`config.mk`:
```
export PLATFORM = sky130hd
export DESIGN_NAME = uart_rx_buffer
export DESIGN_NICKNAME = d
export VERILOG_FILES = /design/src/rtl/uart_pkg.sv /design/src/rtl/rxbuf_mem.sv /design/src/rtl/uart_rx_buffer.sv
export SDC_FILE = /design/constraint.sdc
export NUM_CORES = 1
export LEC_CHECK = 0
export BUFFER_PORTS_ARGS = -buffer_cell sky130_fd_sc_hd__buf_2
export CAP_MARGIN = 20
export CORE_ASPECT_RATIO = 0.75
export CORE_MARGIN = 2
export CORE_UTILIZATION = 50
export DETAILED_ROUTE_END_ITERATION = 12
export MAX_ROUTING_LAYER = met4
export PLACE_DENSITY = 0.79
export SKIP_LAST_GASP = 1
export SLEW_MARGIN = 20
export SYNTH_ARGS = -nofsm -noshare
export SYNTH_HDL_FRONTEND = slang
export SYNTH_HIERARCHICAL = 1
export SYNTH_SLANG_ARGS = --single-unit
```
`constraint.sdc`:
```
create_clock -name clock -period 2.6 [get_ports clock]
set_input_delay 0.13 -clock clock [delete_from_list [all_inputs] [get_ports clock]]
set_output_delay 0.13 -clock clock [all_outputs]
set_load 0.05 [all_outputs]
```
`src/rtl/uart_pkg.sv`:
```
// Purpose: shared constants and types for the UART receive path.
// Latency: n/a (declarations only).
// Backpressure: n/a (declarations only).
package uart_pkg;

    localparam int RXBUF_DEPTH_DEFAULT   = 16;
    localparam int RXBUF_TIMEOUT_DEFAULT = 1024;
    localparam int BYTE_W                = 8;

    typedef logic [BYTE_W-1:0] rxByte_t;

endpackage

```
`src/rtl/rxbuf_mem.sv`:
```
// Purpose: DEPTH x 8 byte storage for the receive buffer, synchronous write / asynchronous read.
// Latency: write lands on the clock edge; read data follows rdAddr combinationally.
// Backpressure: none; the caller decides when a write is legal.
module rxbuf_mem
    import uart_pkg::*;
#(
    parameter int DEPTH = RXBUF_DEPTH_DEFAULT
) (
    input  logic                     clock,
    input  logic                     wrEn,
    input  logic [$clog2(DEPTH)-1:0] wrAddr,
    input  rxByte_t                  wrData,
    input  logic [$clog2(DEPTH)-1:0] rdAddr,
    output rxByte_t                  rdData
);

    rxByte_t store [DEPTH];

    // Storage is left unreset; the control logic never exposes an unwritten entry.
    always_ff @(posedge clock) begin
        if (wrEn) begin
            store[wrAddr] <= wrData;
        end
    end

    assign rdData = store[rdAddr];

endmodule

```
`src/rtl/uart_rx_buffer.sv`:
```
// Purpose: first-word-fall-through byte FIFO between the serial receiver and the CPU, with optional
//          idle timeout (enabled by defining UART_RX_TIMEOUT_EN).
// Latency: a pushed byte is visible on data_out/count one cycle later; a pop shows the next byte one cycle later.
// Backpressure: none toward the receiver; bytes arriving while full (and not popped) are dropped and flag overflow.
module uart_rx_buffer
    import uart_pkg::*;
#(
    parameter int DEPTH          = RXBUF_DEPTH_DEFAULT,
    parameter int TIMEOUT_CYCLES = RXBUF_TIMEOUT_DEFAULT
) (
    input  logic                   clock,
    input  logic                   reset,
    input  logic                   rx_valid,
    input  rxByte_t                rx_data,
    input  logic                   pop,
    input  logic                   clear_ovf,
    output rxByte_t                data_out,
    output logic                   data_available,
    output logic [$clog2(DEPTH):0] count,
    output logic                   overflow,
    output logic                   rx_timeout
);

    localparam int AW = $clog2(DEPTH);
    localparam int CW = AW + 1;

    // Reject configurations the pointer arithmetic cannot support.
    if (DEPTH < 2 || DEPTH > 256 || (DEPTH & (DEPTH - 1)) != 0) begin : gBadDepth
        $error("uart_rx_buffer: DEPTH must be a power of two in 2..256");
    end
    if (TIMEOUT_CYCLES < 1 || TIMEOUT_CYCLES > 65535) begin : gBadTimeout
        $error("uart_rx_buffer: TIMEOUT_CYCLES must be in 1..65535");
    end

    logic [AW-1:0] rdPtr;
    logic [AW-1:0] wrPtr;
    logic [CW-1:0] countReg;
    logic          ovfReg;
    rxByte_t       headByte;

    logic isEmpty;
    logic isFull;
    logic popAcc;
    logic pushAcc;
    logic dropByte;

    assign isEmpty  = (countReg == '0);
    assign isFull   = (countReg == CW'(DEPTH));
    // A pop frees a slot in the same edge, so a full buffer still accepts a push alongside it.
    assign popAcc   = pop && !isEmpty;
    assign pushAcc  = rx_valid && (!isFull || popAcc);
    assign dropByte = rx_valid && isFull && !pop;

    // Pointer and occupancy bookkeeping; pointers wrap naturally because DEPTH is a power of two.
    always_ff @(posedge clock or posedge reset) begin
        if (reset) begin
            rdPtr    <= '0;
            wrPtr    <= '0;
            countReg <= '0;
        end else begin
            if (pushAcc) begin
                wrPtr <= wrPtr + AW'(1);
            end
            if (popAcc) begin
                rdPtr <= rdPtr + AW'(1);
            end
            case ({pushAcc, popAcc})
                2'b10:   countReg <= countReg + CW'(1);
                2'b01:   countReg <= countReg - CW'(1);
                default: countReg <= countReg;
            endcase
        end
    end

    // Sticky overflow: a drop in the same cycle as clear_ovf keeps the flag set.
    always_ff @(posedge clock or posedge reset) begin
        if (reset) begin
            ovfReg <= 1'b0;
        end else if (dropByte) begin
            ovfReg <= 1'b1;
        end else if (clear_ovf) begin
            ovfReg <= 1'b0;
        end
    end

    rxbuf_mem #(
        .DEPTH (DEPTH)
    ) uMem (
        .clock  (clock),
        .wrEn   (pushAcc),
        .wrAddr (wrPtr),
        .wrData (rx_data),
        .rdAddr (rdPtr),
        .rdData (headByte)
    );

    assign data_out       = isEmpty ? '0 : headByte;
    assign data_available = !isEmpty;
    assign count          = countReg;
    assign overflow       = ovfReg;

`ifdef UART_RX_TIMEOUT_EN
    logic [15:0] idleCnt;

    // Count idle cycles while bytes sit unread; any traffic or an empty buffer restarts it.
    always_ff @(posedge clock or posedge reset) begin
        if (reset) begin
            idleCnt <= '0;
        end else if (pushAcc || popAcc || isEmpty) begin
            idleCnt <= '0;
        end else if (idleCnt != 16'hFFFF) begin
            idleCnt <= idleCnt + 16'd1;
        end
    end

    assign rx_timeout = (idleCnt >= 16'(TIMEOUT_CYCLES));
`else
    assign rx_timeout = 1'b0;
`endif

endmodule

```
# After elaboration in Yosys (flattened, before gate mapping)
# Memory sizes are Yosys's and may differ from the RTL's.
# Cells that the tools add are included.
[word_totals]
ram_bits = 128
wordCells = 29
memories = 1
out_inout_bits = 16
reg_bits = 14
[memory_table]
columns = ["memory", "words", "width", "rd", "rd_ports_with_merged_regs", "wr", "line_no", "rtl"]
rows = [
  ["uMem.store", 16, 8, 1, 0, 1, "rxbuf_mem.sv:17", "rxByte_t store [DEPTH];"],
]
[classes]
reduce_logical = 11
mux = 6
add_sub_neg = 4
eq_ne = 3
[op_table]
columns = ["operator", "count"]
rows = [
  ["case mux 5 bit (2 select lines)", 1],
  ["adder 4 x 1 -> 4 bit, second input constant", 2],
  ["2-to-1 mux 8 bit", 1],
  ["adder 5 x 1 -> 5 bit, second input constant", 1],
  ["equality test 5 bit, second input constant", 1],
  ["logical NOT 5 bit", 1],
  ["subtractor 5 x 1 -> 5 bit, second input constant", 1],
  ["logical AND 1 bit", 4],
  ["2-to-1 mux 1 bit", 4],
  ["nonzero test 2 bit", 2],
  ["logical NOT 1 bit", 3],
  ["equality test 2 x 1 -> 1 bit, second input constant", 1],
  ["equality test 2 bit, second input constant", 1],
  ["logical OR 1 bit", 1],
]

# Logic depth before layout (Yosys ltp)
# Gate-level depths: netlist (run 1).
[depth]
depth_word = 7
depth_mapped = 11

# Hierarchy
# Netlist (run 1), hierarchy kept.
[by_module_without_submodules]
columns = ["module", "n_inst", "cells_per_inst", "area_per_inst_um2"]
rows = [
  ["rxbuf_mem", 1, 221, 4987.3],
  ["uart_rx_buffer", 1, 99, 922.1],
]

# Worst setup path after synthesis (run 1)
# Ideal clock, no wire load.
[synth_timing]
kind = "reg2reg"
from = "reg countReg[1], in the netlist count[1]"
to = "reg countReg[4], in the netlist count[4]"
stages_incl_launch_ff = 12
synth_period_minus_slack_ns = 2.796
path_buffers = 1
setup_slack_ns = -0.196
setup_ns = 0.130
t_arrival_ns = 2.666
cell_sequence = "dfrtp_1 > buf_6 > or4_4 > o21ai_4 > nor2_1 > xor2_1 > ha_1 > o31a_1 > nor3_1 > o21ai_0 > o21ai_0 > o31ai_1"
[synth_via]
elab_chain_cells = 7
word_cells_on_any_way = 13
[synth_rtl]
columns = ["item", "line_no", "rtl"]
rows = [
  ["from (decl)", "uart_rx_buffer.sv:37", "logic [CW-1:0] countReg;"],
  ["from (signal assigned)", "uart_rx_buffer.sv:68", "2'b10: countReg <= countReg + CW'(1);"],
  ["from (signal assigned)", "uart_rx_buffer.sv:69", "2'b01: countReg <= countReg - CW'(1);"],
  ["from (signal assigned)", "uart_rx_buffer.sv:70", "default: countReg <= countReg;"],
  ["logical NOT 5 bit", "uart_rx_buffer.sv:47", "assign isEmpty = (countReg == '0);"],
  ["logical NOT 1 bit", "uart_rx_buffer.sv:50", "assign popAcc = pop && !isEmpty;"],
  ["logical AND 1 bit", "uart_rx_buffer.sv:50", ""],
  ["logical OR 1 bit", "uart_rx_buffer.sv:51", "assign pushAcc = rx_valid && (!isFull || popAcc);"],
  ["logical AND 1 bit", "uart_rx_buffer.sv:51", ""],
  ["equality test 2 x 1 -> 1 bit or equality test 2 bit (tied branches)", "uart_rx_buffer.sv:67", "case ({pushAcc, popAcc})"],
  ["case mux 5 bit (2 select lines) or nonzero test 2 bit (tied branches)", "-", ""],
]
# Parallel ways exist; a longest one is shown, timed or not.
# A chain may end at the register's enable or synchronous reset.

# Worst setup path after layout (run 1)
# Ends and elaborated chain as after synthesis.

==> results of run 1 <==
## worst max-delay path, stage by stage (launching register included)
cell and delay, ps:
sky130_fd_sc_hd__dfrtp_2 470, sky130_fd_sc_hd__or4_4 550, sky130_fd_sc_hd__o21ai_4 180, sky130_fd_sc_hd__nor2_2 70, sky130_fd_sc_hd__xor2_1 160, sky130_fd_sc_hd__ha_2 210, sky130_fd_sc_hd__a31oi_2 230, sky130_fd_sc_hd__nor3_1 80
sky130_fd_sc_hd__a21o_1 150, sky130_fd_sc_hd__o21ai_0 190, sky130_fd_sc_hd__o31ai_1 110
## synthesized netlist by cell type (3+ instances only)
| master | count | area, um2 |
|---|---|---|
| sky130_fd_sc_hd__clkdlybuf4s25_2 | 3 | 30.0 |
| sky130_fd_sc_hd__buf_4 | 3 | 22.5 |
| sky130_fd_sc_hd__nand2b_1 | 5 | 31.3 |
| sky130_fd_sc_hd__edfxtp_1 | 128 | 3840 |
| sky130_fd_sc_hd__o21ai_0 | 5 | 25.0 |
| sky130_fd_sc_hd__mux4_2 | 18 | 405 |
| sky130_fd_sc_hd__nand2_1 | 18 | 67.6 |
| sky130_fd_sc_hd__buf_6 | 4 | 45.0 |
| sky130_fd_sc_hd__a22oi_1 | 16 | 120 |
| sky130_fd_sc_hd__nor2b_1 | 3 | 18.8 |
| sky130_fd_sc_hd__buf_2 | 5 | 25.0 |
| sky130_fd_sc_hd__ha_1 | 4 | 50.1 |
| sky130_fd_sc_hd__mux4_1 | 14 | 368 |
| sky130_fd_sc_hd__nor2_1 | 18 | 67.6 |
| sky130_fd_sc_hd__dfrtp_1 | 14 | 350 |
| sky130_fd_sc_hd__nor3_1 | 6 | 30.0 |
| sky130_fd_sc_hd__xor2_1 | 3 | 26.3 |
| sky130_fd_sc_hd__inv_1 | 6 | 22.5 |
| sky130_fd_sc_hd__xnor2_1 | 6 | 52.6 |
| sky130_fd_sc_hd__and2b_1 | 8 | 60.1 |
## metrics by stage
stage / hold WS [ps] / TNS (ps)
after detailed placement: 196 / 0
after global placement: 191 / 0
final: 95.2 / 0
after global routing: 102 / -39.3
after CTS: 89.9 / 0
after floorplan: 19.0 / -91.8
## cell type report
cell class                      instances  area [um2]  share of cell area [%]
Inverter                                6        22.5                   0.326
Sequential cell                       142        4200                    60.8
Clock inverter                         10         120                    1.74
Tap cell                              162         203                    2.93
Multi-Input combinational cell        156        1590                    23.0
Timing Repair Buffer                   47         328                    4.74
Clock buffer                           22         444                    6.43
## sequential cells by signal, summed over array words and instances (netlist names)
| signal | flops |
|---|---|
| rdPtr | 4 |
| count | 5 |
| uMem/store | 128 |
| overflow | 1 |
| wrPtr | 4 |
## what timing repair did
action,4_1_cts,5_1_grt
hold buffers,2,0
buffers inserted,2,1
pin swaps,0,1
endpoints found under the setup margin,6,3
endpoints found under the hold margin,15,0
resized for setup,1,3
## report_power, final
part           internal [mW]  switching (mW)
Combinational           1.15            1.84
Clock                   1.49           0.840
Sequential              2.83           0.225
## layout by cell type (no fill, tap or decap), drive strengths merged, types with 4 or more instances in the layout
cell,n
edfxtp,128
buf,45
mux4,32
clkbuf,22
nor2,19
nand2,18
a22oi,16
dfrtp,14
and2b,8
o21ai,8
clkinv,7
xnor2,6
inv,6
nor3,6
nand2b,5
ha,4
## routing by layer
metal	part of all wire (%)	track usage, %	vias to the layer above
li1	-	-	1390
met5	0	-	-
met2	48	31.9	134
met1	42	26.8	1653
met3	6.4	6.25	35
met4	2.6	8.85	0
## cell families (layout without fill, tap and decap cells)
kind of cell | after synthesis | after routing | share of synthesized area, %
compound gates | 36 | 36 | 4.40
xor+xnor | 9 | 9 | 1.33
fa+ha+maj | 4 | 4 | 0.847
buf+inv | 22 | 85 | 2.52
flops | 142 | 142 | 71.0
mux | 33 | 33 | 13.3
other cells | 1 | 1 | 0.0635
simple gates | 73 | 73 | 6.58
## worst paths after layout
| check | cells past startpoint | from | slack (ps) | endpoint |
|---|---|---|---|---|
| hold reg to reg | 2 | overflow | 540 | overflow |
| setup reg to reg | 10 | count[1] | 70 | count[4] |
| max in group asynchronous | 3 | reset | 1880 | rdPtr[0] |
| hold / removal | 1 | rx_data[5] | 100 | uMem/store[5][5] |
| min in group asynchronous | 3 | reset | 310 | overflow |
| setup / recovery | 10 | count[1] | 70 | count[4] |
==> key figures, run 1 <==
Timing
  – Skew final: 6.26 ps
  – Max-slew violation count: 0
  – Slew margin rel.: 32.1%
  – Unrepaired setup endpoints after global routing: true
  – Worst setup slack after layout: 67.1 ps
  – F_max: 395 MHz
  – Worst-margin pin slew: 1010 ps
  – Final count of negative-setup-slack endpoints: 0
  – Final clock period utilization by the worst path: 97.4%
  – Final hold violation count: 0
  – Tmin final: 2530 ps

Layout
  – Number of filler cells placed in the layout: 826
  – Synthesis-to-layout area growth: 17.0%
  – Ratio of cells with drive above 1 in the final layout: 26.6%
  – Final design area excluding fillers: 0.00691 mm2
  – Final standard cell utilization of the core: 59.7%
  – # diodes: 0
  – Post-layout nets: 387
  – Non-filler cells, final: 545

Floorplan
  – Starting density of the core: 51.1%
  – Number of standard-cell rows in the floorplan: 34
  – Area of the core: 0.0116 mm2
  – Die width: 130 um
  – Count of boundary I/O pins: 29
  – Overall die height: 98.2 um
  – Total die area: 0.0127 mm2

Critical path
  – Start-to-end type of the worst setup path: flip-flop to flip-flop
  – Data arrival time of the worst path: 2820 ps
  – Critical path peak fanout: 9
  – Critical path data required time: 2890 ps
  – Critical path startpoint category: flip-flop
  – CP endpoint kind: flip-flop

Yosys
  – Yosys Warn Count: 6
  – Most used flip-flop cell after synthesis: sky130_fd_sc_hd__edfxtp_1
  – Proportion of register bits with asynchronous set or reset after synthesis: 9.86%
  – Post-synthesis average cell area: 18.5 um2
  – Synthesized instance count: 320
  – Sequential area share after synthesis: 71.0%
  – Seq cells post-synth: 142
  – Synthesized Nets: 337
  – Synth Cell Area: 0.00591 mm2
  – Synth unique cells: 46
  – Number of flops mapped to enable cells by yosys: 128

Route
  – Antenna viol nets, final: 0
  – Detail-routed net length per standard cell: 21.7 um
  – Via-per-instance ratio: 5.89
  – Post-route DRC: 0
  – First drt pass iteration count: 5
  – DRC marker count from the first detailed-route iteration: 333
  – Routed wire length: 11.8 mm
  – Via total after detailed routing: 3212

Power
  – Power consumption: 8.38 mW
  – Static Leak: 2.40 nW
  – Worst-case vdd ir drop: 0.584 mV
  – Power per standard cell area: 1210 mW/mm2

Placed design
  – Area after detailed placement: 0.00629 mm2
  – Half-perimeter wire length after detailed placement: 7.42 mm
  – Setup slack at placement: 47.2 ps
  – Placed Cells: 508
  – IO Port Bufs: 27
  – Gpl congestion: 0.858

Clock tree
  – Maximum clock insertion buffer count: 2
  – H-tree depth reported by CTS: 4
  – Clock Pin Slew Worst Setup and Hold Paths: 60 ps
  – Cts bufs inserted: 17
  – Later-pin clock latency in the skew report: 420 ps
  – CTS tree: yes
  – Num Clock Sinks: 142
  – Clock root buffer: sky130_fd_sc_hd__clkbuf_16

Global routing
  – First-pass GRT wire length: 18.5 mm
  – GRT Total Usage: 21.1%
  – Initial antenna violation count: 0
  – Vias in the first global route: 3316
  – Maximum number of pins on one net before global-route repair: 36
  – GR Overflow Total: 0

Flow run
  – Number of violations of the max-capacitance limit: 0

Min path
  – HP Class: input port to flip-flop

Run status
  – Run status: complete, no violations
Power figures use the tool's default switching activity.
==> run 2, diff against run 1 <==
- ABC_AREA: default -> 1
- PLACE_DENSITY: 0.79 -> 0.78
==> key figures, run 2 <==
Floorplan
  – Count of boundary I/O pins: 29
  – Die width: 136 um
  – Total die area: 0.0140 mm2
  – Number of standard-cell rows in the floorplan: 36
  – Overall die height: 103 um
  – Starting density of the core: 50.7%
  – Area of the core: 0.0128 mm2

Timing
  – Worst-margin pin slew: 711 ps
  – F_max: 404 MHz
  – Unrepaired setup endpoints after global routing: false
  – Final count of negative-setup-slack endpoints: 0
  – Worst setup slack after layout: 123 ps
  – Final clock period utilization by the worst path: 95.3%
  – Skew final: 6.83 ps
  – Final hold violation count: 0
  – Tmin final: 2480 ps
  – Slew margin rel.: 52.4%
  – Max-slew violation count: 0
  – Final sum of negative setup slack: 0 ps

Clock tree
  – Post-cts repair resize count: 0
  – Cts bufs inserted: 17
  – CTS tree: yes
  – Later-pin clock latency in the skew report: 410 ps
  – H-tree depth reported by CTS: 4
  – Clock root buffer: sky130_fd_sc_hd__clkbuf_16
  – Maximum clock insertion buffer count: 2
  – Clock Pin Slew Worst Setup and Hold Paths: 60 ps
  – Num Clock Sinks: 142

Global routing
  – Maximum number of pins on one net before global-route repair: 36
  – First-pass GRT wire length: 22.3 mm
  – GR Overflow Total: 0
  – Initial antenna violation count: 0
  – GRT Total Usage: 22.6%
  – Vias in the first global route: 4195

Route
  – Via-per-instance ratio: 5.19
  – First drt pass iteration count: 7
  – Detail-routed net length per standard cell: 16.2 um
  – DRC marker count from the first detailed-route iteration: 549
  – Post-route DRC: 0
  – Antenna viol nets, final: 0
  – Routed wire length: 14.1 mm
  – Via total after detailed routing: 4519

Layout
  – Number of flip-flops under the largest register name: 128
  – Post-layout nets: 707
  – Synthesis-to-layout area growth: 11.8%
  – Ratio of cells with drive above 1 in the final layout: 10.1%
  – Most flop-heavy register: uMem/store
  – Final standard cell utilization of the core: 56.7%
  – Non-filler cells, final: 871
  – # diodes: 0
  – Most common cell after layout, fill and taps aside: sky130_fd_sc_hd__nand2_1
  – Most frequent cells in the layout: 202 x sky130_fd_sc_hd__nand2_1, 128 x sky130_fd_sc_hd__edfxtp_1, 122 x sky130_fd_sc_hd__inv_1, 108 x sky130_fd_sc_hd__nand3_1, 27 x sky130_fd_sc_hd__buf_2

Yosys
  – Most used flip-flop cell after synthesis: sky130_fd_sc_hd__edfxtp_1
  – Cell taking the most area after synthesis: sky130_fd_sc_hd__edfxtp_1
  – Synthesized instance count: 659
  – Portion of synthesized cell area occupied by the leading cell type: 59.1%
  – Cell with the most instances after synthesis: sky130_fd_sc_hd__nand2_1
  – Number of flops mapped to enable cells by yosys: 128
  – Yosys Warn Count: 6
  – Synth unique cells: 26
  – Post-synthesis average cell area: 9.87 um2
  – Most common library cells after synthesis: 202 x sky130_fd_sc_hd__nand2_1, 128 x sky130_fd_sc_hd__edfxtp_1, 122 x sky130_fd_sc_hd__inv_1
  – Proportion of register bits with asynchronous set or reset after synthesis: 9.86%
  – Seq cells post-synth: 142
  – Synthesized Nets: 676
  – Top cells by area in the synthesized netlist: sky130_fd_sc_hd__edfxtp_1 59%, sky130_fd_sc_hd__nand2_1 12%, sky130_fd_sc_hd__nand3_1 8.3%
  – Sequential area share after synthesis: 64.5%
  – Synth Cell Area: 0.00651 mm2

Placed design
  – IO Port Bufs: 27
  – Gpl congestion: 0.893
  – Half-perimeter wire length after detailed placement: 9.20 mm
  – Setup slack at placement: 560 ps
  – Placed Cells: 839

Flow run
  – Number of violations of the max-capacitance limit: 0

Critical path
  – Largest stage delay on the critical path: 500 ps
  – Start-to-end type of the worst setup path: flip-flop to output pin
  – CP dominant cell by count: sky130_fd_sc_hd__nand2_1
  – Critical path data required time: 2470 ps
  – Critical path startpoint category: flip-flop
  – Reg-to-reg slack, setup: 500 ps
  – Number of buffer and inverter stages on the critical path: 4
  – Data arrival time of the worst path: 2350 ps
  – Cell-by-cell trace of the critical path: inv_2 -> buf_4 -> nand2_1 -> nand2_1 -> nand2_1 -> nand3_1 -> nand3_1 -> nand2_1 -> nand2_1 -> inv_1 -> buf_2
  – Cell family with the largest share of critical-path delay: buffers and inverters
  – CP endpoint kind: output pin
  – Critical-path top delay cell: sky130_fd_sc_hd__dfrtp_2
  – Critical path peak fanout: 32

Power
  – Power per standard cell area: 1190 mW/mm2
  – Worst-case vdd ir drop: 0.926 mV
  – Static Leak: 3.26 nW

Run status
  – Run status: complete, no violations

Min path
  – HP Class: input port to flip-flop
[run 2: layout make-up]
type	instances	area [um2]
multi-input combinational	365	1650
sequential	142	4200
tap	171	214
clock inverter	8	71.3
fill	1035	5560
inverter	126	473
timing repair buffer	38	225
clock buffer	21	440
[run 2: path summary, 6_finish.rpt]
kind,start,endpoint,cells past startpoint
worst max register to register,count[2],count[4],11
worst min register to register,wrPtr[3],wrPtr[3],1
worst max-delay path,rdPtr[0],data_out[1],11
max in group asynchronous,reset,rdPtr[0],3
worst min-delay path,pop,rdPtr[0],3
min in group asynchronous,reset,wrPtr[0],3
[run 2: worst reg2reg max path: cells and delay by family, from the launching register on]
kind          cells  cell delay, ps
fa+ha+maj         1             310
buf+inv           2             150
flops             1             430
simple gates      8            1110
[run 2: cell families after synthesis]
logic type,after synthesis,synth area share (%)
AO/OA/AOI/OAI,5,0.385
XOR/XNOR,8,1.08
adder cells (fa/ha/maj),4,0.769
buffers and inverters,152,10.1
flip-flops,142,64.5
multiplexers,1,0.173
other,1,0.0576
AND/OR/NAND/NOR,346,23.0
[run 2: layer usage]
| layer | share of wire, % | track usage [%] | vias up |
|---|---|---|---|
| li1 | - | - | 2165 |
| met1 | 45 | 31.6 | 2146 |
| met2 | 46 | 32.9 | 188 |
| met3 | 7.6 | 5.21 | 20 |
| met4 | 1.4 | 7.85 | 0 |
| met5 | 0 | - | - |
[run 2: power breakdown]
part	switching (mW)	internal, mW
Combinational	2.56	0.910
Clock	0.827	1.29
Sequential	0.216	2.82
[run 2: timing repair]
action                                 CTS  global route
buffers inserted                         0             0
setup endpoints to repair                0             0
endpoints found under the hold margin   15             0
hold buffers                             3             0
[run 2: through the flow]
step	instance area (um2)	power (mW)	hold WS, ps
final	7270	8.63	121
after detailed placement	6730	6.49	194
after global placement	6730	6.44	188
after global routing	7270	9.10	113
after floorplan	6510	5.71	19.2
after CTS	7270	8.61	103
==> run 3, diff against run 2 <==
- CORE_MARGIN: 2 -> default
- REMOVE_ABC_BUFFERS: default -> 1
==> key figures, run 3 (synthesized netlist as in run 2, its figures left out) <==
Run status
  – Run status: complete, no violations

Timing
  – Skew final: 7.02 ps
  – Tmin final: 2440 ps
  – Worst setup slack after layout: 161 ps
  – Max-slew violation count: 0
  – Unrepaired setup endpoints after global routing: false
  – Worst-margin pin slew: 700 ps
  – Final clock period utilization by the worst path: 93.8%
  – Slew margin rel.: 53.1%
  – F_max: 410 MHz
  – Final count of negative-setup-slack endpoints: 0
  – Final hold violation count: 0

Route
  – Post-route DRC: 0
  – Antenna viol nets, final: 0
  – Routed wire length: 14.3 mm
  – DRC marker count from the first detailed-route iteration: 540
  – Via-per-instance ratio: 5.20
  – Detail-routed net length per standard cell: 16.5 um
  – First drt pass iteration count: 6
  – Via total after detailed routing: 4511

Floorplan
  – Total die area: 0.0135 mm2
  – Overall die height: 101 um
  – Number of standard-cell rows in the floorplan: 35
  – Die width: 134 um
  – Count of boundary I/O pins: 29
  – Area of the core: 0.0125 mm2
  – Starting density of the core: 52.1%

Clock tree
  – H-tree depth reported by CTS: 4
  – Clock Pin Slew Worst Setup and Hold Paths: 60 ps
  – Clock root buffer: sky130_fd_sc_hd__clkbuf_16
  – CTS tree: yes
  – Hold buffer count at CTS: 2
  – Post-cts repair resize count: 0
  – Later-pin clock latency in the skew report: 420 ps
  – Cts bufs inserted: 17
  – Setup repair bufs after CTS: 0
  – Num Clock Sinks: 142
  – Maximum clock insertion buffer count: 2

Layout
  – Post-layout nets: 705
  – # diodes: 0
  – Ratio of cells with drive above 1 in the final layout: 11.1%
  – Final standard cell utilization of the core: 59.1%
  – Number of flip-flops under the largest register name: 128
  – Synthesis-to-layout area growth: 13.3%
  – Most frequent cells in the layout: 202 x sky130_fd_sc_hd__nand2_1, 128 x sky130_fd_sc_hd__edfxtp_1, 122 x sky130_fd_sc_hd__inv_1, 108 x sky130_fd_sc_hd__nand3_1, 27 x sky130_fd_sc_hd__buf_2
  – Most common cell after layout, fill and taps aside: sky130_fd_sc_hd__nand2_1
  – Most flop-heavy register: uMem/store
  – Non-filler cells, final: 867

Placed design
  – IO Port Bufs: 27
  – Setup slack at placement: 509 ps
  – Placed Cells: 833
  – Half-perimeter wire length after detailed placement: 9.22 mm
  – Gpl congestion: 0.913

Global routing
  – First-pass GRT wire length: 22.5 mm
  – Initial antenna violation count: 0
  – GR Overflow Total: 0
  – Maximum number of pins on one net before global-route repair: 36
  – Vias in the first global route: 4289
  – GRT Total Usage: 23.7%

Critical path
  – CP dominant cell by count: sky130_fd_sc_hd__nand2_1
  – Cell-by-cell trace of the critical path: inv_2 -> buf_12 -> nand2_1 -> nand2_1 -> nand2_1 -> nand3_1 -> nand3_1 -> nand2_1 -> nand2_1 -> inv_1 -> buf_2
  – Data arrival time of the worst path: 2310 ps
  – Number of buffer and inverter stages on the critical path: 4
  – Cell family with the largest share of critical-path delay: buffers and inverters
  – Critical path data required time: 2470 ps
  – CP endpoint kind: output pin
  – Critical Path Stages: 11
  – Worst reg-to-reg path cell count: 6
  – Largest stage delay on the critical path: 430 ps
  – Critical path startpoint category: flip-flop
  – RR Startpoint: count[0]
  – Critical-path top delay cell: sky130_fd_sc_hd__dfrtp_2
  – Start-to-end type of the worst setup path: flip-flop to output pin
  – Start point of the critical path: rdPtr[0]
  – Critical path peak fanout: 32

Power
  – Part of the power in the clock network: 27.9%
  – Switching fraction of total power: 41.0%
  – Power consumption: 9.08 mW
  – Combinational power share: 38.8%
  – Cell internal pwr: 5.35 mW
  – Sequential share of power: 33.3%
  – Static Leak: 3.30 nW
  – Power per standard cell area: 1230 mW/mm2
  – Worst-case vdd ir drop: 0.844 mV
  – Net Sw Power: 3.72 mW

Flow run
  – Number of violations of the max-capacitance limit: 0

Min path
  – Cell depth of the worst min-delay path: 3
  – Hold path start: rx_valid
  – HP Class: input port to flip-flop
==> run 3: cell count changes in the layout (fill, tap and decap cells not counted) <==
cell | previous run | this run
sky130_fd_sc_hd__clkinvlp_4 | 2 | 4
sky130_fd_sc_hd__clkinv_2 | 2 | 3
sky130_fd_sc_hd__clkinv_1 | 2 | 0
sky130_fd_sc_hd__dlygate4sd3_1 | 3 | 2
sky130_fd_sc_hd__clkbuf_1 | 4 | 1
sky130_fd_sc_hd__bufinv_16 | 1 | 4
sky130_fd_sc_hd__buf_12 | 0 | 1
sky130_fd_sc_hd__inv_6 | 0 | 2
sky130_fd_sc_hd__buf_4 | 8 | 6
==> run 3: power groups by stage <==
stage	clock [mW]	sequential (mW)	combinational, mW
final	2.53	3.03	3.52
after global routing	2.65	3.05	3.83
after CTS	2.55	3.02	3.47
after detailed placement	0	3.06	3.43
after global placement	0	3.04	3.39
after floorplan	0	3.32	2.15
==> run 3: layer usage <==
layer | vias up | wire length, um | share of wire [%] | global-route usage [%]
li1 | 2158 | - | - | -
met1 | 2099 | 6050 | 42 | 31.1
met2 | 218 | 6560 | 46 | 34.8
met3 | 36 | 1390 | 9.7 | 6.89
met4 | 0 | 318 | 2.2 | 9.44
met5 | - | 0 | 0 | -
==> run 3: worst paths after layout <==
check                              endpoint  slack, ps
min reg2reg                        overflow        560
min in group asynchronous          count[0]        320
min                                overflow         10
max in group asynchronous          rdPtr[0]       1860
max                             data_out[6]        160
max reg2reg                uMem/store[6][0]        480
==> run 3: cell type report <==
cell class                 count  area, um2
timing repair buffer          36        220
clock inverter                14        191
clock buffer                  18        429
inverter                     126        473
sequential                   142       4200
fill                        1011       5110
multi-input combinational    365       1650
tap                          166        208
==> run 3: metrics by stage <==
stage / cell area (um2) / hold WS (ps) / setup TNS [ps]
3_3_place_gp: 6730 / 210 / 0
3_5_place_dp: 6730 / 218 / 0
6_report: 7370 / 12.3 / 0
4_1_cts: 7370 / 7.60 / 0
2_1_floorplan: 6320 / 19.2 / -2920
5_1_grt: 7370 / 18.1 / 0
==> run 3: worst min-delay path, delay by kind of cell <==
kind	cells	cell delay [ps]
simple gates	1	80
compound gates	1	80
buf+inv	1	100
